`config.mk`:
```
export PLATFORM = sky130hd
export DESIGN_NAME = lamp_step_gen_flat
export DESIGN_NICKNAME = d
export VERILOG_FILES = /design/src/rtl/lamp_pkg.sv /design/src/rtl/lamp_step_gen_if.sv /design/src/rtl/lamp_step_gen_btn_debounce.sv /design/src/rtl/lamp_step_gen.sv /design/src/flat_wrapper.sv
export SDC_FILE = /design/constraint.sdc
export NUM_CORES = 1
export LEC_CHECK = 0
export CAP_MARGIN = 20
export CORE_UTILIZATION = 40
export CTS_BUF_LIST = sky130_fd_sc_hd__clkbuf_8
export DETAILED_ROUTE_END_ITERATION = 12
export PLACE_DENSITY = 0.66
export SKIP_CTS_REPAIR_TIMING = 1
export SLEW_MARGIN = 20
export SYNTH_ARGS = -nofsm -noshare
export SYNTH_HDL_FRONTEND = slang
export SYNTH_SLANG_ARGS = --single-unit
```
`constraint.sdc`:
```
create_clock -name clock -period 5.49 [get_ports clock]
set_clock_uncertainty 0.05 [all_clocks]
set_input_delay 0.549 -clock clock [delete_from_list [all_inputs] [get_ports clock]]
set_output_delay 0.549 -clock clock [all_outputs]
set_load 0.03 [all_outputs]
```
`src/rtl/lamp_pkg.sv`:
```
// Shared definitions for the lamp step generator and the cyclic_lamp side:
// run/pause state encoding, speed switch codes and the speed-to-shift helper.
package lamp_pkg;

  typedef enum logic {
    PAUSED  = 1'b0,
    RUNNING = 1'b1
  } lamp_state_t;

  typedef enum logic [1:0] {
    SPD_SLOWEST = 2'd0,
    SPD_SLOW    = 2'd1,
    SPD_FAST    = 2'd2,
    SPD_FASTEST = 2'd3
  } speed_t;

  // Each step down from the fastest setting doubles the step period.
  function automatic logic [1:0] speedShift(input logic [1:0] spd);
    return 2'(SPD_FASTEST) - spd;
  endfunction

endpackage

```
`src/rtl/lamp_step_gen_if.sv`:
```
// Button, speed and step-output bundle between the board-facing logic and
// the step generator.
interface lamp_step_gen_if;
  logic       btn_run;
  logic       btn_step;
  logic [1:0] speed;
  logic       step_tick;
  logic       lamp_clk;
  logic       running;

  modport master (
    output btn_run, btn_step, speed,
    input  step_tick, lamp_clk, running
  );

  modport slave (
    input  btn_run, btn_step, speed,
    output step_tick, lamp_clk, running
  );
endinterface

```
`src/rtl/lamp_step_gen_btn_debounce.sv`:
```
// Pushbutton conditioner: 2-FF synchroniser, stability counter, debounced
// level and a one-cycle press pulse on each debounced 0->1 transition.
module btn_debounce #(
  parameter int DEBOUNCE_CYC = 1_000_000
) (
  input  logic clock,
  input  logic reset_n,
  input  logic btn_i,
  output logic press_o
);

  localparam int CNT_W = (DEBOUNCE_CYC > 1) ? $clog2(DEBOUNCE_CYC) : 1;
  localparam logic [CNT_W-1:0] CNT_LAST = CNT_W'(DEBOUNCE_CYC - 1);

  logic             syncMeta_q;
  logic             sync_q;
  logic             stable_q;
  logic             stable_d;
  logic             stableDly_q;
  logic             press_q;
  logic [CNT_W-1:0] cnt_q;
  logic [CNT_W-1:0] cnt_d;

  // The counter only runs while the synced level disagrees with the accepted one.
  always_comb begin
    stable_d = stable_q;
    cnt_d    = '0;
    if (sync_q != stable_q) begin
      if (cnt_q == CNT_LAST) begin
        stable_d = sync_q;
      end else begin
        cnt_d = cnt_q + 1'b1;
      end
    end
  end

  always_ff @(posedge clock or negedge reset_n) begin
    if (!reset_n) begin
      syncMeta_q  <= 1'b0;
      sync_q      <= 1'b0;
      stable_q    <= 1'b0;
      stableDly_q <= 1'b0;
      press_q     <= 1'b0;
      cnt_q       <= '0;
    end else begin
      syncMeta_q  <= btn_i;
      sync_q      <= syncMeta_q;
      stable_q    <= stable_d;
      stableDly_q <= stable_q;
      press_q     <= stable_q & ~stableDly_q;
      cnt_q       <= cnt_d;
    end
  end

  assign press_o = press_q;

endmodule

```
`src/rtl/lamp_step_gen.sv`:
```
// Step-rate generator for cyclic_lamp: run/pause FSM, speed-scaled prescaler,
// single-step and a stretched lamp_clk pulse with one rising edge per step.
module lamp_step_gen
  import lamp_pkg::*;
#(
  parameter int BASE_DIV     = 25_000_000,
  parameter int DEBOUNCE_CYC = 1_000_000,
  parameter int PULSE_W      = 4
) (
  input  logic           clock,
  input  logic           reset_n,
  lamp_step_gen_if.slave bus
);

  localparam int CNT_W  = $clog2(8 * BASE_DIV);
  localparam int WIDE_W = CNT_W + 1;
  localparam int PW_W   = (PULSE_W > 1) ? $clog2(PULSE_W) : 1;

  logic              runPress;
  logic              stepPress;
  lamp_state_t       state_q;
  lamp_state_t       state_d;
  logic [CNT_W-1:0]  presc_q;
  logic [CNT_W-1:0]  presc_d;
  logic              tick_q;
  logic              tick_d;
  logic              lamp_q;
  logic              lamp_d;
  logic [PW_W-1:0]   pulseCnt_q;
  logic [PW_W-1:0]   pulseCnt_d;
  logic [WIDE_W-1:0] periodWide;
  logic [CNT_W-1:0]  periodM1;

  btn_debounce #(.DEBOUNCE_CYC(DEBOUNCE_CYC)) u_runDb (
    .clock   (clock),
    .reset_n (reset_n),
    .btn_i   (bus.btn_run),
    .press_o (runPress)
  );

  btn_debounce #(.DEBOUNCE_CYC(DEBOUNCE_CYC)) u_stepDb (
    .clock   (clock),
    .reset_n (reset_n),
    .btn_i   (bus.btn_step),
    .press_o (stepPress)
  );

  // Speed is taken live, so a shortened period can fire immediately.
  assign periodWide = WIDE_W'(BASE_DIV) << speedShift(bus.speed);
  assign periodM1   = CNT_W'(periodWide - 1'b1);

  always_ff @(posedge clock or negedge reset_n) begin
    if (!reset_n) begin
      state_q <= PAUSED;
    end else begin
      state_q <= state_d;
    end
  end

  always_comb begin
    state_d = state_q;
    if (runPress) begin
      state_d = (state_q == PAUSED) ? RUNNING : PAUSED;
    end
  end

  always_comb begin
    bus.running = (state_q == RUNNING);
  end

  // A run press always wins: it restarts the prescaler and swallows any step.
  always_comb begin
    presc_d = '0;
    tick_d  = 1'b0;
    if (!runPress) begin
      if (state_q == RUNNING) begin
        if (presc_q >= periodM1) begin
          tick_d = 1'b1;
        end else begin
          presc_d = presc_q + 1'b1;
        end
      end else begin
        tick_d = stepPress;
      end
    end
  end

  always_comb begin
    lamp_d     = lamp_q;
    pulseCnt_d = pulseCnt_q;
    if (tick_q) begin
      lamp_d     = 1'b1;
      pulseCnt_d = PW_W'(PULSE_W - 1);
    end else if (lamp_q) begin
      if (pulseCnt_q == '0) begin
        lamp_d = 1'b0;
      end else begin
        pulseCnt_d = pulseCnt_q - 1'b1;
      end
    end
  end

  always_ff @(posedge clock or negedge reset_n) begin
    if (!reset_n) begin
      presc_q    <= '0;
      tick_q     <= 1'b0;
      lamp_q     <= 1'b0;
      pulseCnt_q <= '0;
    end else begin
      presc_q    <= presc_d;
      tick_q     <= tick_d;
      lamp_q     <= lamp_d;
      pulseCnt_q <= pulseCnt_d;
    end
  end

  assign bus.step_tick = tick_q;
  assign bus.lamp_clk  = lamp_q;

endmodule

```
`src/flat_wrapper.sv`:
```
// flat-port wrapper written by rule: the top's interface ports become plain ports
module lamp_step_gen_flat import lamp_pkg::*;
#(
  parameter int BASE_DIV     = 25_000_000,
  parameter int DEBOUNCE_CYC = 1_000_000,
  parameter int PULSE_W      = 4
)
  (clock, reset_n, bus_btn_run, bus_btn_step, bus_speed, bus_step_tick, bus_lamp_clk, bus_running);
  lamp_step_gen_if bus_i ();
  input  logic clock;
  input  logic reset_n;
  input wire logic [$bits(bus_i.btn_run)-1:0] bus_btn_run;
  input wire logic [$bits(bus_i.btn_step)-1:0] bus_btn_step;
  input wire logic [$bits(bus_i.speed)-1:0] bus_speed;
  output wire logic [$bits(bus_i.step_tick)-1:0] bus_step_tick;
  output wire logic [$bits(bus_i.lamp_clk)-1:0] bus_lamp_clk;
  output wire logic [$bits(bus_i.running)-1:0] bus_running;
  assign bus_i.btn_run = bus_btn_run;
  assign bus_i.btn_step = bus_btn_step;
  assign bus_i.speed = bus_speed;
  assign bus_step_tick = bus_i.step_tick;
  assign bus_lamp_clk = bus_i.lamp_clk;
  assign bus_running = bus_i.running;
  lamp_step_gen #(.BASE_DIV(BASE_DIV), .DEBOUNCE_CYC(DEBOUNCE_CYC), .PULSE_W(PULSE_W)) u_core (.clock(clock), .reset_n(reset_n), .bus(bus_i));
endmodule
```
# Yosys cells after proc, flatten, opt, wreduce, memory -nomap -nowiden
# Index checks and enable logic that the tools add are counted.
# W data, S select, Z words.
[op_classes]
eq_ne = 5
shift = 1
reduce_logical = 5
n_mux = 17
bitwise_logic = 4
add_sub_neg = 6
magnitude_cmp = 1
[ops]
columns = ["operator", "count"]
rows = [
  ["$mux W28", 3],
  ["$mux W20", 4],
  ["$add A20 B1 Y20 const B", 2],
  ["$eq A20 B20 Y1 const B", 2],
  ["$add A28 B1 Y28 const B", 1],
  ["$ge A28 B28 Y1", 1],
  ["$shl A25 B2 Y28 const A", 1],
  ["$sub A28 B1 Y28 const B", 1],
  ["$mux W1", 7],
  ["$mux W2", 3],
  ["$reduce_and A2 Y1", 3],
  ["$and A1 B1 Y1", 2],
  ["$logic_not A2 Y1", 1],
  ["$ne A1 B1 Y1", 2],
  ["$ne A2 B1 Y1 const B", 1],
  ["$not A1 Y1", 2],
  ["$reduce_bool A2 Y1", 1],
  ["$sub A2 B1 Y2 const B", 1],
  ["$sub A2 B2 Y2 const A", 1],
]
[totals]
inputBits = 6
out_inout_bits = 3
elab_cells = 56
ff_bits = 83

# Longest topological paths before layout
[logic_depth]
depth_word = 7
depth_mapped = 12
mapped_depth_nobuf = 11

# Hierarchy
# From an unflattened synthesis, not the netlist that was laid out.
[unflattened]
cells_unflattened = 444
hier_area_um2 = 4456.8
[by_module_without_submodules]
columns = ["mod", "area_per_inst_um2", "n_inst", "cells_per_inst", "seq_area_each_um2"]
rows = [
  ["btn_debounce", 1171.1, 2, 109, 625.6],
  ["lamp_step_gen", 2114.5, 1, 226, 825.8],
]

# Worst setup path after synthesis
# Ideal clock, no wire load.
[synth_path]
path_kind = "input port to flip-flop"
from = "in bus_speed[0]"
to = "reg u_core.presc_q[10]"
path_stages = 11
path_buffers = 1
arrival_ps = 2397
setup_time_ps = 71
path_slack_ps = 2972
t_required_ps = 5369
path_cell_list = "inv_1 nor2_1 inv_1 ha_1 ha_1 and4_1 and3_1 o211ai_2 nand4_4 buf_6 nor2_1"
[synth_between]
elab_chain_cells = 7
[synth_rtl]
columns = ["item", "line_no", "text"]
rows = [
  ["from (decl)", "flat_wrapper.sv:14", "input wire logic [$bits(bus_i.speed)-1:0] bus_speed;"],
  ["$sub A2 B2 Y2", "lamp_pkg.sv:19", "return 2'(SPD_FASTEST) - spd;"],
  ["$shl A25 B2 Y28", "lamp_step_gen.sv:49", "assign periodWide = WIDE_W'(BASE_DIV) << speedShift(bus.speed);"],
  ["$sub A28 B1 Y28", "lamp_step_gen.sv:50", "assign periodM1 = CNT_W'(periodWide - 1'b1);"],
  ["$ge A28 B28 Y1", "lamp_step_gen.sv:77", "if (presc_q >= periodM1) begin"],
  ["$mux W28", "lamp_step_gen.sv:77", ""],
  ["$mux W28", "lamp_step_gen.sv:76", "if (state_q == RUNNING) begin"],
  ["$mux W28", "lamp_step_gen.sv:75", "if (!runPress) begin"],
  ["named net u_core.presc_d[10]", "lamp_step_gen.sv:24", "logic [CNT_W-1:0] presc_d;"],
  ["to (signal assigned)", "lamp_step_gen.sv:110", "presc_q <= presc_d;"],
  ["to (decl)", "lamp_step_gen.sv:23", "logic [CNT_W-1:0] presc_q;"],
]
# The timed path passes the listed nets, and every way through them passes these cells.
# A chain may end at the register's enable or synchronous reset.

# Worst setup path in the final report
[layout_path]
from = "in bus_speed[1]"
to = "reg u_core.presc_q[27]"
# The elaborated chain is that of the path after synthesis.

==> run summary <==
Synth Warn #: 0
GRT overflow: 0
Detailed Route Iter0 Violations: 186
Vias: 2979
top cell type's share of synthesized area: 47.74%
die width: 106.3 um
Avg WL per Cell: 13.23 um
DIE AREA: 11300 um2
crit end category: flop
total wire length: 7742 um
vias per cell: 5.092
Layout area overhead: 8.053%
setup tns final: 0 ns
Slew Limit Fails: 0
run status: complete, no violations
Post-DP HPWL: 5259 um
mean area per synthesized cell: 10.02 um2
CTS tree: done
core box area: 10420 um2
synthesized cell area: 4350 um2
# clock sinks: 83
Max VDD drop: 0.1205 mV
Post-synth EDFFs: 0
most common cell in the netlist: dfrtp_1
FF+latch count, synth: 83
Hold/Removal Path Class: primary input to asynchronous set/reset pin
first-pass GRT wire length: 13630 um
drt drc: 0
Tcrit/Tclk final: 55.26%
CTS H-Tree Depth: 3
Worst path max stage delay: 0.51 ns
largest net degree at the start of global routing: 84
overall die height: 106.3 um
Seq/Total Area, Yosys: 47.74%
final core utilization: 45.13%
clk_lat worst skew: 0.36 ns
initial core utilization: 41.77%
CP Cell Sequence: clkdlybuf4s50_1, inv_1, nor2_1, inv_1, ha_1, ha_1, and4_1, and3_1, o211ai_2, nand4_4, a21oi_1
Filler Cells Inserted: 990
P_leak: 2.093 nW
most frequent cells after synthesis: dfrtp_1 (83), nor2_1 (81), xor2_1 (39)
Worst Tran Pin Value: 0.7410 ns
Cell Rows: 37
Final Hold Fails: 0
P per Cell Area: 225.2 nW/um2
critical path class: primary input to flop
Max-slew headroom: 50.60%
number of top-level pins: 9
IO Port Bufs: 8
fin nets: 475
slowest stage cell, crit path: clkdlybuf4s50_1
Cells after Synth: 434
Yosys top cell by area: dfrtp_1
Netlist cell types: 43
unrepaired setup endpoints after global routing: no
main area contributors after synthesis: dfrtp_1 (48%), xor2_1 (7.9%), ha_1 (7.2%)
Tmin final: 3.034 ns
GRT Total Usage: 15.24%
Main synth FF type: dfrtp_1
initial antenna violation count: 0
CTS root buf: clkbuf_8
clock buffer count from CTS: 9
Clock Tree Buf Depth: 2
crit path DAT: 3.26 ns
placer's final routability congestion estimate: 0.8503
asr flop ratio synth: 100.0%
Final ANT Viol Nets: 0
fmax: 329.6 MHz
worst endpoint required time: 5.72 ns
register clock-pin slew on the reported worst setup and hold paths: 0.09 ns
crit path max fanout: 28
n_diodes: 0
vias in the first global route: 2929
Overall Power: 0.001059 W
fraction of layout cells with a size suffix above 1: 6.013%
Startpoint Class: primary input
Final setup viols: 0
DRT Pass-1 Iters: 4
max-cap violations: 0
==> cell families (layout without fill, tap and decap cells) <==
family	count (synthesis)	after routing	share of synthesized area [%]
adder cells (fa/ha/maj)	25	25	7.190
other	1	2	0.08620
AO/OA/AOI/OAI	24	24	3.653
flip-flops	83	83	47.74
buffers and inverters	27	41	3.365
multiplexers	2	2	0.5177
AND/OR/NAND/NOR	208	208	24.56
XOR/XNOR	64	64	12.88
==> where the power goes <==
group / internal, W / switching (W)
logic: 0.0000126 / 0.0000289
clock network: 0.000166 / 0.000230
registers: 0.000616 / 0.00000472
==> critical path, delay by kind of cell <==
family                     cells  cell delay [ns]
adders and majority gates      2             0.58
buffers and inverters          3             0.70
AOI/OAI and AO/OA              2             0.49
and+or+nand+nor                4             0.93
==> metrics by stage <==
step	hold slack, ns	setup slack (ns)	area (um2)	cells
finish	0.1804	2.456	4701	585
global route	0.2313	2.245	4701	585
CTS	0.3074	2.431	4697	585
detailed placement	0.2847	2.054	4519	569
global placement	0.2833	2.155	4519	569
floorplan	0.2034	2.972	4354	435
==> state kept, by name (all words and copies together), names as in the netlist, 2 cells and up <==
signal / cells
u_core.pulseCnt_q: 2
u_core.presc_q: 28
u_core.u_stepDb.cnt_q: 20
u_core.u_runDb.cnt_q: 20
==> worst paths after layout <==
path	depth (start not counted)	startpoint	slack [ns]	to
min	1	reset_n	0.18	u_core.presc_q[12]
max	11	bus_speed[1]	2.46	u_core.presc_q[27]
max in group asynchronous	1	reset_n	4.69	u_core.u_stepDb.cnt_q[6]
min in group clock	0	u_core.u_runDb.syncMeta_q	0.30	u_core.u_runDb.sync_q
min reg2reg	0	u_core.u_runDb.syncMeta_q	0.30	u_core.u_runDb.sync_q
max reg2reg	6	u_core.presc_q[25]	3.18	u_core.presc_q[27]
==> cell type report <==
class	instances	area [um2]	area share, %
inverters	17	63.81	1.357
clock buffers	9	123.9	2.635
repair buffers	8	81.33	1.730
multi-input cells	325	2131	45.33
clock inverters	7	53.80	1.145
well taps	136	170.2	3.620
flip-flops and latches	83	2077	44.18
==> cell usage in the layout, fill, tap and decap left out, drive strengths merged, types with 2 or more instances in the layout <==
| cell | Yosys | final |
|---|---|---|
| or2 | 2 | 2 |
| inv | 17 | 19 |
| and4 | 8 | 8 |
| xnor2 | 25 | 25 |
| a21oi | 9 | 9 |
| clkdlybuf4s50 | 0 | 7 |
| o21ai | 6 | 6 |
| clkinvlp | 0 | 2 |
| nor3 | 6 | 6 |
| nand2 | 27 | 27 |
| nand2b | 4 | 4 |
| clkinv | 0 | 3 |
| nand3 | 29 | 29 |
| nor2 | 81 | 81 |
| xor2 | 39 | 39 |
| or3 | 2 | 2 |
| conb | 1 | 2 |
| ha | 25 | 25 |
| mux2 | 2 | 2 |
| nor2b | 2 | 2 |
| nor4b | 3 | 3 |
| dfrtp | 83 | 83 |
| clkbuf | 0 | 9 |
| nand4 | 22 | 22 |
| nor4 | 6 | 6 |
| and3 | 14 | 14 |
==> per-layer routing <==
metal | routed length [um] | GRT usage (%) | vias to the layer above | share of wire [%]
li1 | - | - | 1492 | -
met1 | 3868 | 19.56 | 1453 | 50
met2 | 3589 | 25.19 | 26 | 46
met3 | 169 | 3.311 | 8 | 2.2
met4 | 114 | 5.655 | 0 | 1.5
met5 | 0 | 0 | - | 0
Power figures use the tool's default switching activity.
